[src/rtl/uart_cmd_rx.sv]
// uart_cmd_rx: multi-channel 8N1 UART command receiver.
// Each channel synchronises its serial line, decodes 8N1 frames with
// mid-bit sampling, and turns command bytes (bit 7 clear) into a held
// 7-bit button vector that expires HOLD_CYCLES-1 cycles after the last
// good command. Control bytes (bit 7 set) update o_data/o_valid only.
module uart_cmd_rx #(
  parameter int N_CH         = 2,
  parameter int CLKS_PER_BIT = 938,
  parameter int HOLD_CYCLES  = 5400000
) (
  input  logic              i_clk,
  input  logic              i_rst_n,
  input  logic [N_CH-1:0]   i_rx,
  output logic [8*N_CH-1:0] o_data,
  output logic [N_CH-1:0]   o_valid,
  output logic [7*N_CH-1:0] o_cmd,
  output logic [N_CH-1:0]   o_frame_err,
  output logic [N_CH-1:0]   o_link
);

  localparam int CNT_W = $clog2(CLKS_PER_BIT);
  localparam int TMR_W = $clog2(HOLD_CYCLES + 1);

  localparam logic [CNT_W-1:0] HALF_LOAD = CNT_W'(CLKS_PER_BIT / 2 - 1);
  localparam logic [CNT_W-1:0] BIT_LOAD  = CNT_W'(CLKS_PER_BIT - 1);
  localparam logic [TMR_W-1:0] HOLD_LOAD = TMR_W'(HOLD_CYCLES - 1);
  localparam logic [TMR_W-1:0] TMR_ONE   = TMR_W'(1);

  typedef enum logic [2:0] {
    S_IDLE,
    S_START,
    S_DATA,
    S_STOP,
    S_WAIT_HIGH
  } state_t;

  for (genvar c = 0; c < N_CH; c++) begin : g_ch

    logic             rx_meta;
    logic             rx_s;
    state_t           state;
    state_t           state_n;
    logic [CNT_W-1:0] cnt;
    logic [CNT_W-1:0] cnt_n;
    logic [2:0]       bit_idx;
    logic [2:0]       bit_idx_n;
    logic [7:0]       shreg;
    logic [7:0]       shreg_n;
    logic             good;
    logic             ferr;
    logic [7:0]       data_q;
    logic             valid_q;
    logic             ferr_q;
    logic [6:0]       cmd_q;
    logic [TMR_W-1:0] timer;

    // Two-flop synchroniser for the asynchronous serial line.
    // NOTE: presetting to 1 (the idle level) stops reset release from
    // looking like a start bit.
    always_ff @(posedge i_clk or negedge i_rst_n) begin
      if (!i_rst_n) begin
        rx_meta <= 1'b1;
        rx_s    <= 1'b1;
      end else begin
        // NOTE: non-blocking assignments let both flops sample the
        // pre-edge values, so this really is two stages and not one.
        rx_meta <= i_rx[c];
        rx_s    <= rx_meta;
      end
    end

    // Receiver state register together with its bit timer and shifter.
    always_ff @(posedge i_clk or negedge i_rst_n) begin
      if (!i_rst_n) begin
        state   <= S_IDLE;
        cnt     <= '0;
        bit_idx <= '0;
        shreg   <= '0;
      end else begin
        state   <= state_n;
        cnt     <= cnt_n;
        bit_idx <= bit_idx_n;
        shreg   <= shreg_n;
      end
    end

    // Next-state logic: mid-bit sampling of start, data and stop bits.
    always_comb begin
      // NOTE: every output of this block gets a default first so no
      // path through the case can leave one unassigned (no latches).
      state_n   = state;
      cnt_n     = cnt;
      bit_idx_n = bit_idx;
      shreg_n   = shreg;
      good      = 1'b0;
      ferr      = 1'b0;

      case (state)
        S_IDLE: begin
          if (!rx_s) begin
            cnt_n   = HALF_LOAD;
            state_n = S_START;
          end
        end

        S_START: begin
          if (cnt == '0) begin
            if (rx_s) begin
              // Line went back high before mid start bit: a glitch.
              state_n = S_IDLE;
            end else begin
              cnt_n     = BIT_LOAD;
              bit_idx_n = '0;
              state_n   = S_DATA;
            end
          end else begin
            cnt_n = cnt - 1'b1;
          end
        end

        S_DATA: begin
          if (cnt == '0) begin
            shreg_n = {rx_s, shreg[7:1]};
            cnt_n   = BIT_LOAD;
            if (bit_idx == 3'd7) begin
              state_n = S_STOP;
            end else begin
              bit_idx_n = bit_idx + 1'b1;
            end
          end else begin
            cnt_n = cnt - 1'b1;
          end
        end

        S_STOP: begin
          if (cnt == '0) begin
            if (rx_s) begin
              good    = 1'b1;
              state_n = S_IDLE;
            end else begin
              ferr    = 1'b1;
              state_n = S_WAIT_HIGH;
            end
          end else begin
            cnt_n = cnt - 1'b1;
          end
        end

        S_WAIT_HIGH: begin
          // A line held low (break) must return high before a new start.
          if (rx_s) begin
            state_n = S_IDLE;
          end
        end

        default: begin
          state_n = S_IDLE;
        end
      endcase
    end

    // Output registers: byte/valid/error pulses and the command hold timer.
    always_ff @(posedge i_clk or negedge i_rst_n) begin
      if (!i_rst_n) begin
        data_q  <= '0;
        valid_q <= 1'b0;
        ferr_q  <= 1'b0;
        cmd_q   <= '0;
        timer   <= '0;
      end else begin
        valid_q <= good;
        ferr_q  <= ferr;
        if (good) begin
          data_q <= shreg;
        end
        if (good && !shreg[7]) begin
          // A fresh command wins over an expiry on the same edge.
          cmd_q <= shreg[6:0];
          timer <= HOLD_LOAD;
        end else if (timer != '0) begin
          timer <= timer - 1'b1;
          if (timer == TMR_ONE) begin
            cmd_q <= '0;
          end
        end
      end
    end

    assign o_data[8*c +: 8]  = data_q;
    assign o_valid[c]        = valid_q;
    assign o_frame_err[c]    = ferr_q;
    assign o_cmd[7*c +: 7]   = cmd_q;
    assign o_link[c]         = (timer != '0);

  end : g_ch

endmodule

[config.mk]
export PLATFORM = sky130hd
export DESIGN_NAME = uart_cmd_rx
export DESIGN_NICKNAME = d
export VERILOG_FILES = /design/src/rtl/uart_cmd_rx.sv
export SDC_FILE = /design/constraint.sdc
export NUM_CORES = 1
export LEC_CHECK = 0
export CAP_MARGIN = 20
export CORE_UTILIZATION = 45
export CTS_CLUSTER_DIAMETER = 80
export DETAILED_ROUTE_END_ITERATION = 12
export HOLD_SLACK_MARGIN = 0.15
export PLACE_DENSITY = 0.6
export SLEW_MARGIN = 5
export SYNTH_ARGS = -nofsm -noshare
export SYNTH_HDL_FRONTEND = slang
export SYNTH_SLANG_ARGS = --single-unit
[constraint.sdc]
create_clock -name i_clk -period 6.7 [get_ports i_clk]
set_clock_uncertainty 0.1 [all_clocks]
set_input_delay 0.67 -clock i_clk [delete_from_list [all_inputs] [get_ports i_clk]]
set_output_delay 0.67 -clock i_clk [all_outputs]
set_load 0.02 [all_outputs]
==> qor.csv <==
metric,value,unit
number_of_vias_per_cell,5.790,
finalCritPeriodShare,0.5449,
cts-root-buf,clkbuf_16,
launch_point_of_the_worst_path,g_ch[0].timer[5]$_DFFE_PN0P_,
critPathCapture,o_link[0],
post_detailed_placement_half_perimeter_wirelength,9163,um
timing.critical_path.fanout_max,7,
rrSetupSlack,3.17,ns
aggregate_global_route_resource_usage,0.2023,
drtPass1Iterations,4,
die-area,14940,um2
final_hold_viols,0,
synth.lib_cells_used.distinct,63,
synthAdderAreaFrac,0.02308,
ctsHoldBuffers,0,
cts.sink_count,132,
yosys-top-cells-area,"dfrtp_1 (49%), mux2_2 (5.9%), or3_1 (2.8%)",
fmaxAchievable,273.9,MHz
post_synth_instance_area,6506,um2
drv_cap,0,
area_growth_syn_to_layout,16.63,%
synth_most_common_cell,dfrtp_1,
drt-initial-drc-count,318,
clk_latency,0.41,ns
synth_top_area_frac,0.4923,
tritoncts,yes,
antenna_violations_before_repair,0,
slew_viol_final,0,
first_global_vias,4867,
synth-edff-count,0,
hold_path_class,in2async,
power.static_leakage,3.588,nW
detail_route.drc_violations,0,
ant_nets,0,
worst_margin_slew,0.9669,ns
regToRegStartpoint,g_ch[0].cnt[0]$_DFFE_PN0P_,
synth_compound_area_frac,0.1481,
globalplace.congestion,0.8332,
ys.warnings.count,0,
total_negative_slack,0,ns
postSynthCellCount,620,
asyncSetResetFlopFracSynth,1.000,
status,finished clean,
die_y,122.2,um
timing.critical_path.to_type,output pin,
layout.cells.non_filler,842,
critical_path_required,5.93,ns
core_area,13990,um2
netlist.top_cell.by_area,dfrtp_1,
fin_hold_ws,0.1278,ns
dp_slack,2.882,ns
ir_worst_vdd,0.1926,mV
worst_flop_to_flop_path_endpoint,g_ch[0].cmd_q[6]$_DFFE_PN0P_,
ios,40,
globalRoute.totalOverflow,0,
finalPower,1.768,mW
cts_inserted_buffers,17,
cts_setup_buffers,0,
htree_levels,4,
grt_pass1_wl,23690,um
clkSlewWorstSetupHoldPaths,0.05,ns
drive_above_1_share,0.1193,
post_syn_area_per_cell,10.49,um2
chipWidth,122.2,um
min_period,3.651,ns
placement_rows,43,
route.vias.total,4875,
critical_path_class,reg2out,
multiplexer_share_of_the_synthesized_area,0.05885,
power_per_cell_area,233.0,nW/um2
route.detailed.wl_per_inst,16.31,um
setup_viol,0,
critPathLaunchType,flop,
ctsResizeCount,0,
number_of_placed_instances_with_taps_included,809,
final_critical_path_setup_slack,3.049,ns
unrepaired_setup_endpoints_after_global_routing,no,
max_slew_margin,0.3505,
pin_count_of_the_biggest_net_entering_global_routing,70,
netlist_top_cells_count,"dfrtp_1 (128), nor2_1 (43), nand2_1 (38)",
ys_ff_latch,132,
combinational_family_with_the_most_area_after_synthesis,simple AND/OR/NAND/NOR gates,
worst-endpoint-arrival,2.88,ns
post_synth_xor_area_fraction,0.02154,
n_antenna_cell,0,
sequential_to_total_area_share_from_yosys_stat,0.5085,
primary_flip_flop_cell_chosen_by_synthesis_mapping,dfrtp_1,
floorplan.initialDensity,0.4651,
worst_r2r_path_depth,8,
drt_wl_total,13730,um
mappedNetlistNets,636,
fraction_of_the_mapped_netlist_area_in_simple_logic_gates,0.2048,
nets,665,
max_root_sink_buffers,2,
port_buffers,39,
## through the flow
stage | instance area (um2) | utilization
after floorplan | 6506 | -
after global placement | 6973 | 0.4985
after detailed placement | 6973 | 0.4985
after CTS | 7577 | 0.5417
after global routing | 7589 | 0.5425
final | 7589 | 0.5425
## metal layers
layer / vias to the layer above / global-route usage / wire, um
met1: 2429 / 0.2695 / 6530
met2: 72 / 0.3237 / 6630
met4: 0 / 0.06250 / 123
met5: - / 0 / 0
met3: 11 / 0.05158 / 444
li1: 2363 / - / -
## area by class of cell
type,count,area [um2]
fillers,1270,6400
multi-input cells,439,2969
well taps,180,225.2
inverters,17,63.81
clock buffers,28,506.7
repair buffers,42,417.9
clock inverters,4,97.59
flip-flops and latches,132,3308
## cell usage in the layout, fill, tap and decap left out, types with 6 or more instances in the layout
cell and instances:
dfrtp_1 128, nor2_1 43, nand2_1 38, clkdlybuf4s50_1 38, o21ai_0 36, mux2_2 34, a21oi_1 33, or3_1 29
nor3_1 20, a22o_1 19, or4_1 18, inv_1 17, clkbuf_16 17, nor4_1 16, nand3_1 16, ha_1 12
o211ai_1 9, nor2b_1 8, nand2b_1 8, xor2_1 8, xnor2_1 8, o31ai_1 8, clkbuf_1 7, o31a_1 6
o22a_1 6
## where the power goes
part           total (mW)  internal, mW  switching, mW  leakage (nW)
Clock               0.947         0.626          0.321         0.289
Sequential          0.802         0.800        0.00175          1.78
Combinational      0.0189       0.00256         0.0163          1.52
Total                1.77          1.43          0.339          3.59
## registers in the layout, indices dropped and copies added, names as in the netlist
signal,flops
g_ch.bit_idx,6
g_ch.cmd_q,14
g_ch.cnt,20
g_ch.data_q,16
g_ch.ferr_q,2
g_ch.rx_meta,2
g_ch.rx_s,2
g_ch.shreg,16
g_ch.state,6
g_ch.timer,46
g_ch.valid_q,2
## worst min-delay path by stage
stage,start,endpoint,slack [ns],cells after the start
after detailed placement,g_ch[1].rx_meta$_DFF_PN1_,g_ch[1].rx_s$_DFF_PN1_,0.25,0
after global placement,g_ch[0].rx_meta$_DFF_PN1_,g_ch[0].rx_s$_DFF_PN1_,0.25,0
final,i_rst_n,g_ch[1].timer[1]$_DFFE_PN0P_,0.13,1
after CTS,i_rst_n,g_ch[1].timer[1]$_DFFE_PN0P_,0.15,1
after floorplan,g_ch[0].rx_meta$_DFF_PN1_,g_ch[0].rx_s$_DFF_PN1_,0.25,0
after global routing,i_rst_n,g_ch[1].timer[1]$_DFFE_PN0P_,0.18,1
## cells by family (layout without fill, tap and decap cells)
logic type | after synthesis | after routing
AO/OA/AOI/OAI | 145 | 145
XOR/XNOR | 16 | 16
adder cells (fa/ha/maj) | 12 | 12
buffers and inverters | 49 | 91
flip-flops | 132 | 132
multiplexers | 34 | 34
AND/OR/NAND/NOR | 232 | 232
## worst max-delay path, stage by stage, from the launching register on
cell and delay, ns:
dfrtp_1 0.40, or4_1 0.68, nor4_4 0.36, nand4_1 0.38
clkdlybuf4s50_1 0.65
(Power assumes the default switching activity.)
